**config.mk**
```make
export PLATFORM = sky130hd
export DESIGN_NAME = gpu_fetch_ctrl
export DESIGN_NICKNAME = d
export VERILOG_FILES = /design/src/rtl/gpu_fetch_ctrl.sv
export SDC_FILE = /design/constraint.sdc
export NUM_CORES = 1
export LEC_CHECK = 0
export BUFFER_PORTS_ARGS = -buffer_cell sky130_fd_sc_hd__buf_4
export CORE_MARGIN = 2
export CORE_UTILIZATION = 32
export DETAILED_ROUTE_END_ITERATION = 16
export GPL_TIMING_DRIVEN = 0
export PLACE_DENSITY = 0.77
export SLEW_MARGIN = 20
export SYNTH_ARGS = -nofsm -noshare
export SYNTH_HDL_FRONTEND = slang
export SYNTH_SLANG_ARGS = --single-unit
```
**constraint.sdc**
```tcl
create_clock -name clk -period 2.23 [get_ports clk]
set_clock_uncertainty 0.1 [all_clocks]
set_input_delay 0.669 -clock clk [delete_from_list [all_inputs] [get_ports clk]]
set_output_delay 0.669 -clock clk [all_outputs]
set_load 0.005 [all_outputs]
```
**src/rtl/gpu_fetch_ctrl.sv**
```systemverilog
// rtl/gpu_fetch_ctrl.sv - instruction fetch sequencer for the shared-bus GPU front end
// Optional ADDR-state watchdog enabled by defining GPU_FETCH_TIMEOUT_EN.
module gpu_fetch_ctrl #(
  parameter int TIMEOUT_CYCLES = 16
) (
  input  logic        clk,
  input  logic        reset_n,
  input  logic        start,
  input  logic        halt_req,
  output logic        bus_req,
  input  logic        bus_gnt,
  output logic        read_pc,
  output logic        mem_rd,
  input  logic        mem_ack,
  output logic        instr_valid,
  input  logic [7:0]  instr_len,
  input  logic        branch_taken,
  input  logic [12:0] branch_target,
  output logic        set_pc,
  output logic        inc_pc,
  output logic [12:0] counter_input,
  output logic [7:0]  increment_amount,
  output logic        halted,
  output logic        fault
);

  localparam logic [2:0] S_IDLE   = 3'd0;
  localparam logic [2:0] S_REQ    = 3'd1;
  localparam logic [2:0] S_ADDR   = 3'd2;
  localparam logic [2:0] S_DECODE = 3'd3;
  localparam logic [2:0] S_UPDATE = 3'd4;
  localparam logic [2:0] S_HALT   = 3'd5;
  localparam logic [2:0] S_FAULT  = 3'd6;

  if (TIMEOUT_CYCLES < 2 || TIMEOUT_CYCLES > 255) begin : g_bad_timeout
    $error("gpu_fetch_ctrl: TIMEOUT_CYCLES out of range 2..255");
  end

  logic [2:0] state, state_nx;
  logic       halt_lat;
  logic       halt_pend;
  logic       active;
  logic       timeout;

  // halt_req only counts while a fetch sequence is running
  assign active    = (state != S_IDLE) && (state != S_HALT) && (state != S_FAULT);
  assign halt_pend = halt_lat || halt_req;

`ifdef GPU_FETCH_TIMEOUT_EN
  localparam logic [7:0] TMO_LAST = 8'(TIMEOUT_CYCLES - 1);
  logic [7:0] tcnt;

  always_ff @(posedge clk or negedge reset_n) begin
    if (!reset_n) begin
      tcnt <= 8'd0;
    end else if (state != S_ADDR) begin
      tcnt <= 8'd0;
    end else if (!mem_ack) begin
      tcnt <= tcnt + 8'd1;
    end
  end

  assign timeout = (tcnt == TMO_LAST);
  assign fault   = (state == S_FAULT);
`else
  assign timeout = 1'b0;
  assign fault   = 1'b0;
`endif

  always_comb begin
    state_nx = state;
    case (state)
      S_IDLE:   if (start) state_nx = S_REQ;
      S_REQ:    if (bus_gnt) state_nx = S_ADDR;
      S_ADDR: begin
        // an ack in the same cycle as a lost grant still completes the read
        if (mem_ack)       state_nx = S_DECODE;
        else if (!bus_gnt) state_nx = S_REQ;
        else if (timeout)  state_nx = S_FAULT;
      end
      S_DECODE: state_nx = S_UPDATE;
      S_UPDATE: state_nx = halt_pend ? S_HALT : S_REQ;
      S_HALT:   if (start) state_nx = S_REQ;
      S_FAULT:  if (start) state_nx = S_REQ;
      default:  state_nx = S_IDLE;
    endcase
  end

  always_ff @(posedge clk or negedge reset_n) begin
    if (!reset_n) begin
      state    <= S_IDLE;
      halt_lat <= 1'b0;
    end else begin
      state <= state_nx;
      if (state_nx == S_HALT)
        halt_lat <= 1'b0;
      else if (active && halt_req)
        halt_lat <= 1'b1;
    end
  end

  // Outputs decode the state register only, so reset kills them without waiting for a clock
  assign bus_req     = (state == S_REQ) || (state == S_ADDR);
  assign read_pc     = (state == S_ADDR);
  assign mem_rd      = (state == S_ADDR);
  assign instr_valid = (state == S_DECODE);
  assign halted      = (state == S_HALT);
  assign set_pc      = (state == S_UPDATE) && branch_taken;
  assign inc_pc      = (state == S_UPDATE) && !branch_taken;

  assign counter_input    = set_pc ? branch_target : 13'd0;
  assign increment_amount = !inc_pc ? 8'd0 : ((instr_len == 8'd0) ? 8'd1 : instr_len);

endmodule

```
==> results of run 1 <==
-- sequential cells by signal, indices dropped and copies added, names as in the netlist --
name	cells
state	3
halt_lat	1
-- critical path, delay by kind of cell --
family	cells	cell delay, ps
compound gates	1	140
simple gates	2	670
buf+inv	2	190
-- cells in the mapped netlist (2+ instances only) --
library cell / number
sky130_fd_sc_hd__o21ai_1: 2
sky130_fd_sc_hd__nor2_1: 4
sky130_fd_sc_hd__o21a_1: 3
sky130_fd_sc_hd__buf_4: 2
sky130_fd_sc_hd__a21oi_1: 3
sky130_fd_sc_hd__nand2b_1: 3
sky130_fd_sc_hd__buf_2: 3
sky130_fd_sc_hd__dfrtp_1: 4
sky130_fd_sc_hd__nand2_1: 2
sky130_fd_sc_hd__and2_1: 19
-- power by group through the flow --
stage	logic (uW)	clock network [uW]	registers (uW)
after floorplan	301	0	154
after global placement	508	0	162
after detailed placement	519	0	165
after CTS	530	98.7	166
after global routing	625	97.6	175
final	567	92.1	167
-- final cells by class --
cell class              instances  area [um^2]
repair buffers                 60          467
fillers                       132          465
multi-input cells              53          370
flip-flops and latches          4          103
plain buffers                   6         37.5
clock buffers                   3         22.5
well taps                      16         20.0
inverters                       1         3.75
-- worst max-delay path by stage --
stage | slack (ps) | endpoint | startpoint | depth (start not counted)
floorplan | 7 | increment_amount[0] | instr_len[4] | 3
global placement | -230 | increment_amount[0] | instr_len[4] | 5
detailed placement | -230 | increment_amount[0] | instr_len[4] | 5
CTS | -210 | increment_amount[0] | instr_len[4] | 5
global route | -270 | increment_amount[0] | instr_len[4] | 5
finish | -200 | increment_amount[0] | instr_len[4] | 5
-- metrics by stage --
stage                     instances  util (%)  instance area, um^2  hold slack [ps]
after floorplan                  64         -                  498              273
after global placement          135      62.5                  931              364
after detailed placement        135      62.5                  931              367
after CTS                       140      65.6                  977              108
after global routing            143      68.7                 1020              118
final                           143      68.7                 1020              118
-- layer usage --
metal | wire length, um | vias to the layer above | part of all wire (%) | global-route usage (%)
li1 | - | 344 | - | -
met2 | 895 | 42 | 49 | 33.4
met4 | 47 | 0 | 2.6 | 12.7
met5 | 0 | - | 0 | 0
met3 | 201 | 6 | 11 | 4.58
met1 | 688 | 282 | 38 | 26.0
-- cell families after synthesis --
logic type             after synthesis  synth area share, %
other                                1                0.753
XOR/XNOR                             1                 1.76
AO/OA/AOI/OAI                       14                 18.6
flip-flops                           4                 20.1
AND/OR/NAND/NOR                     37                 51.3
buffers and inverters                7                 7.53
-- timing repair --
action / in CTS / in global routing
gates resized for setup: 3 / 12
pin swaps: 2 / 4
buffers inserted: 2 / 2
hold endpoints to repair: 0 / 0
hold buffers: 0 / 0
endpoints found under the setup margin: 18 / 19
cloned: 0 / 1
==> impl_results.md, run 1 <==
- DRC violation count after routing: 0
- Setup violation total in the final timing report: 1
- Top cell type by total area after synthesis: sky130_fd_sc_hd__and2_1
- Kind of end point of the critical path: output port
- Area of the mapped netlist: 498 um^2
- Clock Pin Slew Worst Setup and Hold Paths: 40 ps
- Final number of max-transition violations: 0
- Total number of vias: 674
- Worst reg2reg setup slack: 980 ps
- Vias in the first global route: 628
- Status: complete, but fails checks
- Boundary pin count: 57
- Design Power: 826 uW
- Hold WC Path Type: in -> async
- DP Wirelength: 1400 um
- Internal power summed over all cells: 501 uW
- Yosys reg bits: 4
- DRC violation total after the first TritonRoute iteration: 6
- Violations in the final reports: negative setup slack
- Part of the cycle the worst path needs: 109%
- Core outline area: 0.00149 mm^2
- Commonest non-fill, non-tap cell in the layout: sky130_fd_sc_hd__buf_4
- Startpoint types: input port
- Final-layout setup total negative slack: -204 ps
- Number of nets with antenna violations after detailed routing: 0
- CTS HTree Levels: 1
- Via density per instance: 4.71
- FFs w/ async S/R, synth: 100%
- Wire length of the first global-routing pass: 2970 um
- Total CTS buffers: 3
- Antenna diodes: 0
- Area of the die: 0.00189 mm^2
- Critical path fanouts, max: 2
- Net Sw Frac: 39.3%
- Area share of the leading cell type in the synthesized netlist: 23.9%
- Pwr dens: 807 mW/mm^2
- Net count reported at finish: 157
- Post-detailed-route wirelength per cell: 12.8 um
- Number of clock sinks: 4
- Most used flip-flop cell after synthesis: sky130_fd_sc_hd__dfrtp_1
- Crit path arrival time: 1660 ps
- Clock network power share: 11.2%
- Remaining global-route overflow: 0
- Width of the die: 43.5 um
- Largest net degree at the start of global routing: 11
- Growth of design area from synthesis to finish: 106%
- Required time of the critical path: 1460 ps
- Slowest cell on crit path: sky130_fd_sc_hd__or4_4
- Root cell of the clock tree: sky130_fd_sc_hd__clkbuf_4
- Critical path, cell by cell: buf_6, or4_4, nor4_2, o21a_1, buf_4
- Switching power of the nets: 325 uW
- Max Clk Rate: 0.411 GHz
- Total routing resource utilization after global routing: 21.1%
- Final Wtd Congestion: 0.805
- Critical Path Max Stage Delay: 520 ps
- Worst setup slack after placement: -233 ps
- Number of synthesized flops with an enable pin: 0
- Clock tree from TritonCTS: done
- Clock Latency Late Sink: 240 ps
- Count of synthesis-stage warnings from yosys: 0
- Critical register-to-register path startpoint: state[0]$_DFF_PN0_
- Post-layout minimum cycle time: 2430 ps
- Reg2Reg Depth: 4
- Floorplan die height: 43.5 um
- Sequential share of the synthesized area: 20.1%
- I/O Buffers: 55
- Hold Violations, Final: 0
- Mean instance size in the synthesized netlist: 7.78 um^2
- Antenna violations before repair: 0
- Worst r2r dst: halt_lat$_DFFE_PN0P_
- Cell count after synthesis: 64
- Part of the power in combinational logic: 68.6%
- Leak: 0.000549 uW
- Effective utilization at floorplan: 33.4%
- Std-Cell Rows: 14
- Most frequent cells in the layout: sky130_fd_sc_hd__buf_4, sky130_fd_sc_hd__and2_1, sky130_fd_sc_hd__buf_6
- Router iterations before antenna repair: 4
- Maximum vdd drop: 0.463 mV
- Total of max-cap violations: 0
- Synthesized Nets: 92
- Share of cells above drive strength 1: 61.4%
- Part of the power in registers: 20.2%
- Distinct cells, synth: 29
- Largest cells by area after synthesis: sky130_fd_sc_hd__and2_1, sky130_fd_sc_hd__dfrtp_1, sky130_fd_sc_hd__nor4b_4
- Setup repair after global routing missed its margin: true
- Critical path class: in -> out
- Post-route setup slack: -204 ps
- Total Wirelength: 1830 um
- Clock Path Buffers: 2
No activity file was read; power rests on OpenSTA's default activity.
==> run 2, diff against run 1 <==
==> constraint.sdc (replaced) <==
create_clock -name clk -period 2.23 [get_ports clk]
set_clock_uncertainty 0.1 [all_clocks]
set_input_delay 0.669 -clock clk [delete_from_list [all_inputs] [get_ports clk]]
set_output_delay 0.669 -clock clk [all_outputs]
set_load 0.01 [all_outputs]
==> run 2 against run 1 <==
The flow still finishes with violations (negative setup slack). Total power is 6.0% higher. Worst hold slack hardly changed. Via count is 0.89% higher. Global-route usage is 0.17 points higher. Combinational power is 8.8% higher. Sequential share of layout area is 0.17 points lower. Sequential cell count stayed put. Maximum frequency is 1.3% lower.
==> impl_results.md, run 2 (synthesis gave the netlist of run 1 again) <==
- Most flop-heavy register: state
- Share of cells above drive strength 1: 63.8% (+2.4 points)
- Reg2Reg Depth: 4 (unchanged)
- Total Wirelength: 1850 um (+1.1%)
- Net count reported at finish: 157 (unchanged)
- Hold Violations, Final: 0 (unchanged)
- Commonest non-fill, non-tap cell in the layout: sky130_fd_sc_hd__buf_4
- Total routing resource utilization after global routing: 21.2% (+0.17 points)
- Final Instance Count excl. Fillers: 143 (unchanged)
- Total of max-cap violations: 0 (unchanged)
- Clock Pin Slew Worst Setup and Hold Paths: 40 ps (about the same)
- Setup repair after global routing missed its margin: true
- Total number of vias: 680 (+0.89%)
- Critical path fanouts, max: 2 (unchanged)
- Router iterations before antenna repair: 4 (unchanged)
- Registers with the highest flip-flop counts: state x3, halt_lat x1
- Boundary pin count: 57 (unchanged)
- Number of flip-flops in the largest register: 3 (unchanged)
- DRC violation total after the first TritonRoute iteration: 5 (-1)
- Root cell of the clock tree: sky130_fd_sc_hd__clkbuf_4
- Maximum vdd drop: 0.478 mV (+3.1%)
- Wire length of the first global-routing pass: 2990 um (+0.71%)
- Via density per instance: 4.76 (+0.89%)
- Final Wtd Congestion: 0.805 (unchanged)
- Effective utilization at floorplan: 33.4% (unchanged)
- Hold WC Path Type: in -> async
- Remaining global-route overflow: 0 (unchanged)
- Final number of max-transition violations: 0 (unchanged)
- Violations in the final reports: negative setup slack
- Max Clk Rate: 0.405 GHz (-1.3%)
- Pwr dens: 841 mW/mm^2 (+4.2%)
- Width of the die: 43.5 um (unchanged)
- Part of the cycle the worst path needs: 111% (+1.5 points)
- Clock Path Buffers: 2 (unchanged)
- DRC violation count after routing: 0 (unchanged)
- Antenna diodes: 0 (unchanged)
- I/O Buffers: 55 (unchanged)
- Required time of the critical path: 1460 ps (about the same)
- Worst reg2reg setup slack: 980 ps (about the same)
- Post-detailed-route wirelength per cell: 13.0 um (+1.1%)
- Cells after DPL: 135 (unchanged)
- Number of clock sinks: 4 (unchanged)
- Most frequent cells in the layout: sky130_fd_sc_hd__buf_4, sky130_fd_sc_hd__and2_1, sky130_fd_sc_hd__buf_6
- Post-Route Hold Slack: 118 ps (+0.0200 ps)
- Kind of end point of the critical path: output port
- Largest net degree at the start of global routing: 11 (unchanged)
- Number of buffers inserted for hold repair after clock tree synthesis: 0 (unchanged)
- DP Wirelength: 1400 um (unchanged)
- Post-route setup slack: -237 ps (-32.9 ps)
- Post-layout minimum cycle time: 2470 ps (+32.9 ps)
- Antenna violations before repair: 0 (unchanged)
- Area of the die: 0.00189 mm^2 (unchanged)
- Floorplan die height: 43.5 um (unchanged)
- Critical path class: in -> out
- Growth of design area from synthesis to finish: 109%
- Setup violation total in the final timing report: 1 (unchanged)
- Vias in the first global route: 639 (+1.8%)
- Total CTS buffers: 3 (unchanged)
- Std-Cell Rows: 14 (unchanged)
- Clock Latency Late Sink: 240 ps (about the same)
- Leak: 0.000554 uW (+0.85%)
- Status: complete, but fails checks
- Crit path arrival time: 1700 ps (+40 ps)
- Startpoint types: input port
- Number of nets with antenna violations after detailed routing: 0 (unchanged)
- Core outline area: 0.00149 mm^2 (unchanged)
- CTS HTree Levels: 1 (unchanged)
- Clock tree from TritonCTS: done
[run 2: cell count changes in the layout (fill, tap and decap cells not counted)]
| cell | delta |
|---|---|
| sky130_fd_sc_hd__buf_6 | +2 |
| sky130_fd_sc_hd__and2_1 | -3 |
| sky130_fd_sc_hd__buf_4 | -1 |
| sky130_fd_sc_hd__and2_4 | +3 |
| sky130_fd_sc_hd__buf_2 | -1 |
[run 2: through the flow]
stage	power, uW	utilization [%]	TNS, ps	setup slack [ps]	cell area [um^2]
final	876	69.9	-237	-237	1040
after detailed placement	719	62.5	-756	-243	931
after global placement	706	62.5	-307	-243	931
after floorplan	488	-	-26.4	-26.4	498
after CTS	842	66.8	-245	-245	995
after global routing	947	69.9	-430	-306	1040
[run 2: final timing paths]
kind / from / endpoint
worst max register to register: state[0]$_DFF_PN0_ / halt_lat$_DFFE_PN0P_
max in group asynchronous: reset_n / state[0]$_DFF_PN0_
min in group clk: halt_lat$_DFFE_PN0P_ / halt_lat$_DFFE_PN0P_
worst min register to register: halt_lat$_DFFE_PN0P_ / halt_lat$_DFFE_PN0P_
worst max-delay path: instr_len[4] / increment_amount[0]
worst min-delay path: reset_n / state[2]$_DFF_PN0_
[run 2: report_power, final]
part | switching (uW) | total, uW | leakage [uW] | internal, uW
Combinational | 277 | 617 | 0.000496 | 340
Sequential | 52.9 | 167 | 0.0000444 | 114
Clock | 31.8 | 92.1 | 0.0000138 | 60.3
Total | 362 | 876 | 0.000554 | 514
[run 2: layer usage]
layer / global-route usage, % / routed length, um / up-vias
met1: 26.7 / 700 / 288
met3: 4.58 / 201 / 6
li1: - / - / 344
met4: 12.7 / 47 / 0
met5: 0 / 0 / -
met2: 33.1 / 903 / 42
[run 2: final cells by class]
cell class              count  area (um^2)
repair buffers             60          473
multi-input cells          53          378
flip-flops and latches      4          103
inverters                   1         3.75
plain buffers               6         41.3
fillers                   126          448
well taps                  16         20.0
clock buffers               3         22.5
[run 2: critical path: stages]
cell and delay [ps]:
sky130_fd_sc_hd__buf_4 110, sky130_fd_sc_hd__or4_4 520, sky130_fd_sc_hd__nor4_2 150, sky130_fd_sc_hd__o21a_1 140
sky130_fd_sc_hd__buf_4 110
[run 2: what timing repair did]
| action | in CTS | in global routing |
|---|---|---|
| setup buffers | 3 | 1 |
| pin swaps | 3 | 6 |
| setup endpoints to repair | 18 | 13 |
| gates cloned | 1 | 0 |
| hold endpoints to repair | 0 | 0 |
| gates resized for setup | 6 | 14 |
